===== src/rtl/hht_csr_sequencer.sv =====
// CSR fetch sequencer: walks row pointers, column indices, matrix values and the
// dense vector over two shared read ports, emitting one (row, mval, vval) beat per nonzero.
module hht_csr_sequencer #(
    parameter int unsigned N_ROWS = 16,
    parameter int unsigned N_COLS = 16,
    localparam int unsigned RW = (N_ROWS > 1) ? $clog2(N_ROWS) : 1
) (
    input  logic          Clk,
    input  logic          Rst,
    input  logic          start,
    input  logic [31:0]   row_base,
    input  logic [31:0]   wdata_col_base,
    input  logic [31:0]   matrix_base,
    input  logic [31:0]   v_values_base,
    input  logic [31:0]   csize,
    output logic [31:0]   addr1,
    input  logic [31:0]   dataIn1,
    output logic [31:0]   addr2,
    input  logic [31:0]   dataIn2,
    output logic          elem_valid,
    input  logic          elem_ready,
    output logic [RW-1:0] elem_row,
    output logic [31:0]   elem_mval,
    output logic [31:0]   elem_vval,
    output logic          elem_last,
    output logic          elem_empty,
    output logic          busy,
    output logic          done,
    output logic          err
);

    typedef enum logic [2:0] {IDLE, RP0, RP1, COL, VEC, OUT, DONE} state_t;

    state_t        state, state_d;
    logic [31:0]   rb_q, cb_q, mb_q, vb_q, csize_q, p_start_q, p_end_q, k_q, mval_q;
    logic [31:0]   rb_d, cb_d, mb_d, vb_d, csize_d, p_start_d, p_end_d, k_d, mval_d;
    logic [RW-1:0] row_q, row_d;
    logic [31:0]   addr1_d, addr2_d, elem_mval_d, elem_vval_d;
    logic [RW-1:0] elem_row_d;
    logic          elem_valid_d, elem_last_d, elem_empty_d, busy_d, done_d, err_d;
    logic [31:0]   p_end_clamp;

    // Next-state and registered-output logic
    always_comb begin
        state_d      = state;
        rb_d         = rb_q;
        cb_d         = cb_q;
        mb_d         = mb_q;
        vb_d         = vb_q;
        csize_d      = csize_q;
        p_start_d    = p_start_q;
        p_end_d      = p_end_q;
        k_d          = k_q;
        mval_d       = mval_q;
        row_d        = row_q;
        addr1_d      = addr1;
        addr2_d      = addr2;
        elem_row_d   = elem_row;
        elem_mval_d  = elem_mval;
        elem_vval_d  = elem_vval;
        elem_last_d  = elem_last;
        elem_empty_d = elem_empty;
        err_d        = err;
        p_end_clamp  = (dataIn1 > csize_q) ? csize_q : dataIn1;

        case (state)
            IDLE: begin
                if (start) begin
                    state_d = RP0;
                    rb_d    = row_base;
                    cb_d    = wdata_col_base;
                    mb_d    = matrix_base;
                    vb_d    = v_values_base;
                    csize_d = csize;
                    row_d   = '0;
                    err_d   = 1'b0;
                    addr1_d = row_base;
                end
            end
            RP0: begin
                p_start_d = dataIn1;
                addr1_d   = rb_q + 32'(row_q) + 32'd1;
                state_d   = RP1;
            end
            RP1: begin
                p_end_d = p_end_clamp;
                k_d     = p_start_q;
                if ((dataIn1 > csize_q) || (p_end_clamp < p_start_q)) err_d = 1'b1;
                if (p_end_clamp <= p_start_q) begin
                    state_d      = OUT;
                    elem_row_d   = row_q;
                    elem_mval_d  = '0;
                    elem_vval_d  = '0;
                    elem_last_d  = 1'b1;
                    elem_empty_d = 1'b1;
                end else begin
                    state_d = COL;
                    addr1_d = cb_q + p_start_q;
                    addr2_d = mb_q + p_start_q;
                end
            end
            COL: begin
                mval_d = dataIn2;
                // Out-of-range column: skip the vector fetch but still emit the beat
                if (dataIn1 >= 32'(N_COLS)) begin
                    err_d        = 1'b1;
                    state_d      = OUT;
                    elem_row_d   = row_q;
                    elem_mval_d  = dataIn2;
                    elem_vval_d  = '0;
                    elem_last_d  = ((k_q + 32'd1) == p_end_q);
                    elem_empty_d = 1'b0;
                end else begin
                    addr2_d = vb_q + dataIn1;
                    state_d = VEC;
                end
            end
            VEC: begin
                state_d      = OUT;
                elem_row_d   = row_q;
                elem_mval_d  = mval_q;
                elem_vval_d  = dataIn2;
                elem_last_d  = ((k_q + 32'd1) == p_end_q);
                elem_empty_d = 1'b0;
            end
            OUT: begin
                if (elem_ready) begin
                    if (!elem_last) begin
                        k_d     = k_q + 32'd1;
                        addr1_d = cb_q + k_q + 32'd1;
                        addr2_d = mb_q + k_q + 32'd1;
                        state_d = COL;
                    end else if (row_q == RW'(N_ROWS - 1)) begin
                        state_d = DONE;
                    end else begin
                        // Previous row's end pointer is this row's start: no re-read
                        row_d     = row_q + RW'(1);
                        p_start_d = p_end_q;
                        addr1_d   = rb_q + 32'(row_q) + 32'd2;
                        state_d   = RP1;
                    end
                end
            end
            DONE: state_d = IDLE;
            default: state_d = IDLE;
        endcase

        elem_valid_d = (state_d == OUT);
        done_d       = (state == DONE);
        busy_d       = (state_d != IDLE) || (state == DONE);
    end

    // State and output registers
    always_ff @(posedge Clk or negedge Rst) begin
        if (!Rst) begin
            state      <= IDLE;
            rb_q       <= '0;
            cb_q       <= '0;
            mb_q       <= '0;
            vb_q       <= '0;
            csize_q    <= '0;
            p_start_q  <= '0;
            p_end_q    <= '0;
            k_q        <= '0;
            mval_q     <= '0;
            row_q      <= '0;
            addr1      <= '0;
            addr2      <= '0;
            elem_valid <= 1'b0;
            elem_row   <= '0;
            elem_mval  <= '0;
            elem_vval  <= '0;
            elem_last  <= 1'b0;
            elem_empty <= 1'b0;
            busy       <= 1'b0;
            done       <= 1'b0;
            err        <= 1'b0;
        end else begin
            state      <= state_d;
            rb_q       <= rb_d;
            cb_q       <= cb_d;
            mb_q       <= mb_d;
            vb_q       <= vb_d;
            csize_q    <= csize_d;
            p_start_q  <= p_start_d;
            p_end_q    <= p_end_d;
            k_q        <= k_d;
            mval_q     <= mval_d;
            row_q      <= row_d;
            addr1      <= addr1_d;
            addr2      <= addr2_d;
            elem_valid <= elem_valid_d;
            elem_row   <= elem_row_d;
            elem_mval  <= elem_mval_d;
            elem_vval  <= elem_vval_d;
            elem_last  <= elem_last_d;
            elem_empty <= elem_empty_d;
            busy       <= busy_d;
            done       <= done_d;
            err        <= err_d;
        end
    end

endmodule


===== config.mk =====
export PLATFORM = sky130hd
export DESIGN_NAME = hht_csr_sequencer
export DESIGN_NICKNAME = d
export VERILOG_FILES = /design/src/rtl/hht_csr_sequencer.sv
export SDC_FILE = /design/constraint.sdc
export NUM_CORES = 2
export LEC_CHECK = 0
export BUFFER_PORTS_ARGS = -buffer_cell sky130_fd_sc_hd__buf_2
export CORE_MARGIN = 8
export CORE_UTILIZATION = 53
export DETAILED_ROUTE_END_ITERATION = 6
export PLACE_DENSITY = 0.85
export RECOVER_POWER = 25
export SETUP_SLACK_MARGIN = 0.05
export SYNTH_ARGS = -nofsm -noshare
export SYNTH_HDL_FRONTEND = slang
export SYNTH_SLANG_ARGS = --single-unit

===== constraint.sdc =====
create_clock -name Clk -period 6.8 [get_ports Clk]
set_input_delay 0.34 -clock Clk [delete_from_list [all_inputs] [get_ports Clk]]
set_output_delay 0.34 -clock Clk [all_outputs]
set_load 0.02 [all_outputs]

==> impl_metrics.json <==
{
  "grt_antenna_before_repair": 7,
  "cts_buffers": 49,
  "status": "finished, violations left",
  "setup_violations": 0,
  "synth_commonest_cells": "dfrtp_1 (433), nand2_1 (429), o21ai_0 (275), a21oi_1 (274), nor2_1 (239)",
  "post_synth_instance_area_um2": 31000,
  "holdWs_ps": 20.9,
  "critical-path-slowest-cell": "o21ai_4",
  "finClkSkew_ps": 18.0,
  "antenna_left": 0,
  "synth-async-reset-ratio_pct": 100,
  "drt_iter0_drc": 3515,
  "place_ws_ps": 420,
  "power_mw": 22.1,
  "final.min_clock_period_ps": 6490,
  "path_clk_slew_ps": 60,
  "clock_path_buffers": 3,
  "grt-ovfl-total": 0,
  "critPathBufInv": 2,
  "grt_pass1_vias": 29400,
  "cts_root_buf": "clkbuf_16",
  "start_util_pct": 53.6,
  "worst_setup_path_end_kind": "flip-flop",
  "synth_most_common_cell": "dfrtp_1",
  "die_area_um2": 66500,
  "syn_nets": 3966,
  "core_area_um2": 57800,
  "worstPathCellList": "inv_1, ha_1, a21o_1, a21o_1, a21oi_1, o21ai_0, a211o_1, a21oi_1, o21ai_0, o21ai_4, mux2_2, ha_1, nand4_1, nor4_1, or2_2, a21oi_1, nor3_1, nor3_1, nor2_4, buf_12, nand2_1, o21ai_0",
  "grt_max_degree": 182,
  "vias": 30200,
  "ios": 366,
  "grt_use_met2_pct": 50.0,
  "p_per_area_nw_per_um2": 601,
  "worst_pin_slew_ps": 3610,
  "crit_path_start_kind": "flip-flop",
  "min_path_type": "input port to flip-flop",
  "cts_sinks": 433,
  "final.period_utilization_pct": 95.4,
  "grt_pass1_wl_mm": 168,
  "numPortBuffers": 365,
  "crit_required_ps": 7290,
  "synth_cell_types": 93,
  "synth_edf_count": 0,
  "gp_congestion": 0.985,
  "drive_above_1_share_pct": 14.3,
  "cp_top_family": "compound AO/OA/AOI/OAI gates",
  "grt_util_met1_pct": 41.1,
  "wl_per_cell_um": 22.9,
  "n_fill_cell": 4710,
  "synth_flop_cell": "dfrtp_1",
  "yosys-top-cells-area": "dfrtp_1 (35%), ha_1 (9.2%), mux2_2 (6.7%)",
  "rows": 88,
  "ys_ff_latch": 433,
  "wl_mm": 109,
  "cap_violations": 2,
  "insertion_delay_ps": 610,
  "hpwl_mm": 77.7,
  "fmax_mhz": 154,
  "relSlewSlack_pct": -141,
  "arrival_ps": 6980,
  "violations": "capacitance limit, slew limit",
  "drt-pass1-iter-count": 6,
  "crit_type": "flip-flop to flip-flop",
  "leakage_nw": 16.1,
  "h-tree-depth": 2,
  "rsz0062_at_grt": "no",
  "critical-path-max-stage-delay_ps": 990,
  "die_w_um": 258,
  "final.setup.tns_ps": 0,
  "final_util_pct": 63.7,
  "nets": 4420,
  "ys_seq_area_share_pct": 34.9,
  "grt_usage_pct": 31.4,
  "syn_avg_cell_area_um2": 8.85,
  "met3_usage_pct": 6.20,
  "drv_slew": 210,
  "max-vdd-ir-drop_uv": 315,
  "netlist.area_leader.share_pct": 34.9,
  "cts-resized-gates": 0,
  "yosys_warnings": 0,
  "areaGrowthSynthToFinish_pct": 18.7,
  "drcViolationCount": 0,
  "viasPerCell": 6.35,
  "layout_setup_ws_ps": 314,
  "synthCells": 3505,
  "busiest_layer": "met2",
  "cts_tree": "built",
  "crit_fanout": 80,
  "synth_largest_area_cell": "dfrtp_1",
  "die_h_um": 258,
  "timing.final.hold_violations": 0
}
-- metrics by stage --
stage / std cells / area, um2
final: 4764 / 36800
after global routing: 4764 / 36800
after CTS: 4759 / 37000
after detailed placement: 4492 / 33500
after global placement: 4492 / 33500
after floorplan: 3505 / 31000
-- layout by cell type, fill, tap and decap left out, types with 142 or more instances in the layout --
cell type      instances
dlygate4sd3_1        181
o21ai_0              274
a21oi_1              273
buf_2                229
ha_1                 227
clkbuf_1             142
dfrtp_1              433
nand2_1              426
mux2_2               184
xnor2_1              156
nor2_1               233
-- layer usage --
metal / routed length [um] / vias to the layer above / part of all wire (%)
met4: 5480 / 4 / 5.0
met5: 19 / - / 0.017
met3: 11300 / 340 / 10
met1: 43000 / 14400 / 39
li1: - / 13700 / -
met2: 49200 / 1754 / 45
-- cell families after synthesis --
| group | share of synthesized area, % |
|---|---|
| mux | 8.23 |
| simple gates | 16.1 |
| xor+xnor | 6.86 |
| fa+ha+maj | 9.58 |
| buf+inv | 3.59 |
| flops | 34.9 |
| compound gates | 20.7 |
-- where the power goes --
group	total, mW	switching (mW)	internal, mW
clock network	2.83	1.17	1.65
logic	13.8	8.28	5.55
registers	5.45	1.60	3.85
total	22.1	11.1	11.1
-- path summary, 6_finish.rpt --
check                             startpoint       endpoint  slack [ps]  cells past startpoint
min                        v_values_base[23]       vb_q[23]          20                      2
max in group asynchronous                Rst      addr2[20]        1620                      3
min in group asynchronous                Rst  elem_vval[25]        1510                      2
max reg2reg                      csize_q[29]   elem_mval[6]         310                     22
min reg2reg                       mval_q[29]     mval_q[29]         480                      2
max                              csize_q[29]   elem_mval[6]         310                     22
-- layout make-up --
class | instances | area, um2 | area share (%)
repair buffers | 574 | 3750 | 10.2
flip-flops and latches | 433 | 10800 | 29.4
clock inverters | 22 | 304 | 0.826
multi-input cells | 2789 | 19200 | 52.0
inverters | 112 | 420 | 1.14
clock buffers | 64 | 1370 | 3.73
diodes | 5 | 12.5 | 0.0340
well taps | 765 | 957 | 2.60
-- timing repair --
action | CTS | global route
hold buffers | 181 | 0
endpoints found under the hold margin | 264 | 0
endpoints found under the setup margin | 0 | 4
buffers inserted | 0 | 0
Power figures use the tool's default switching activity.
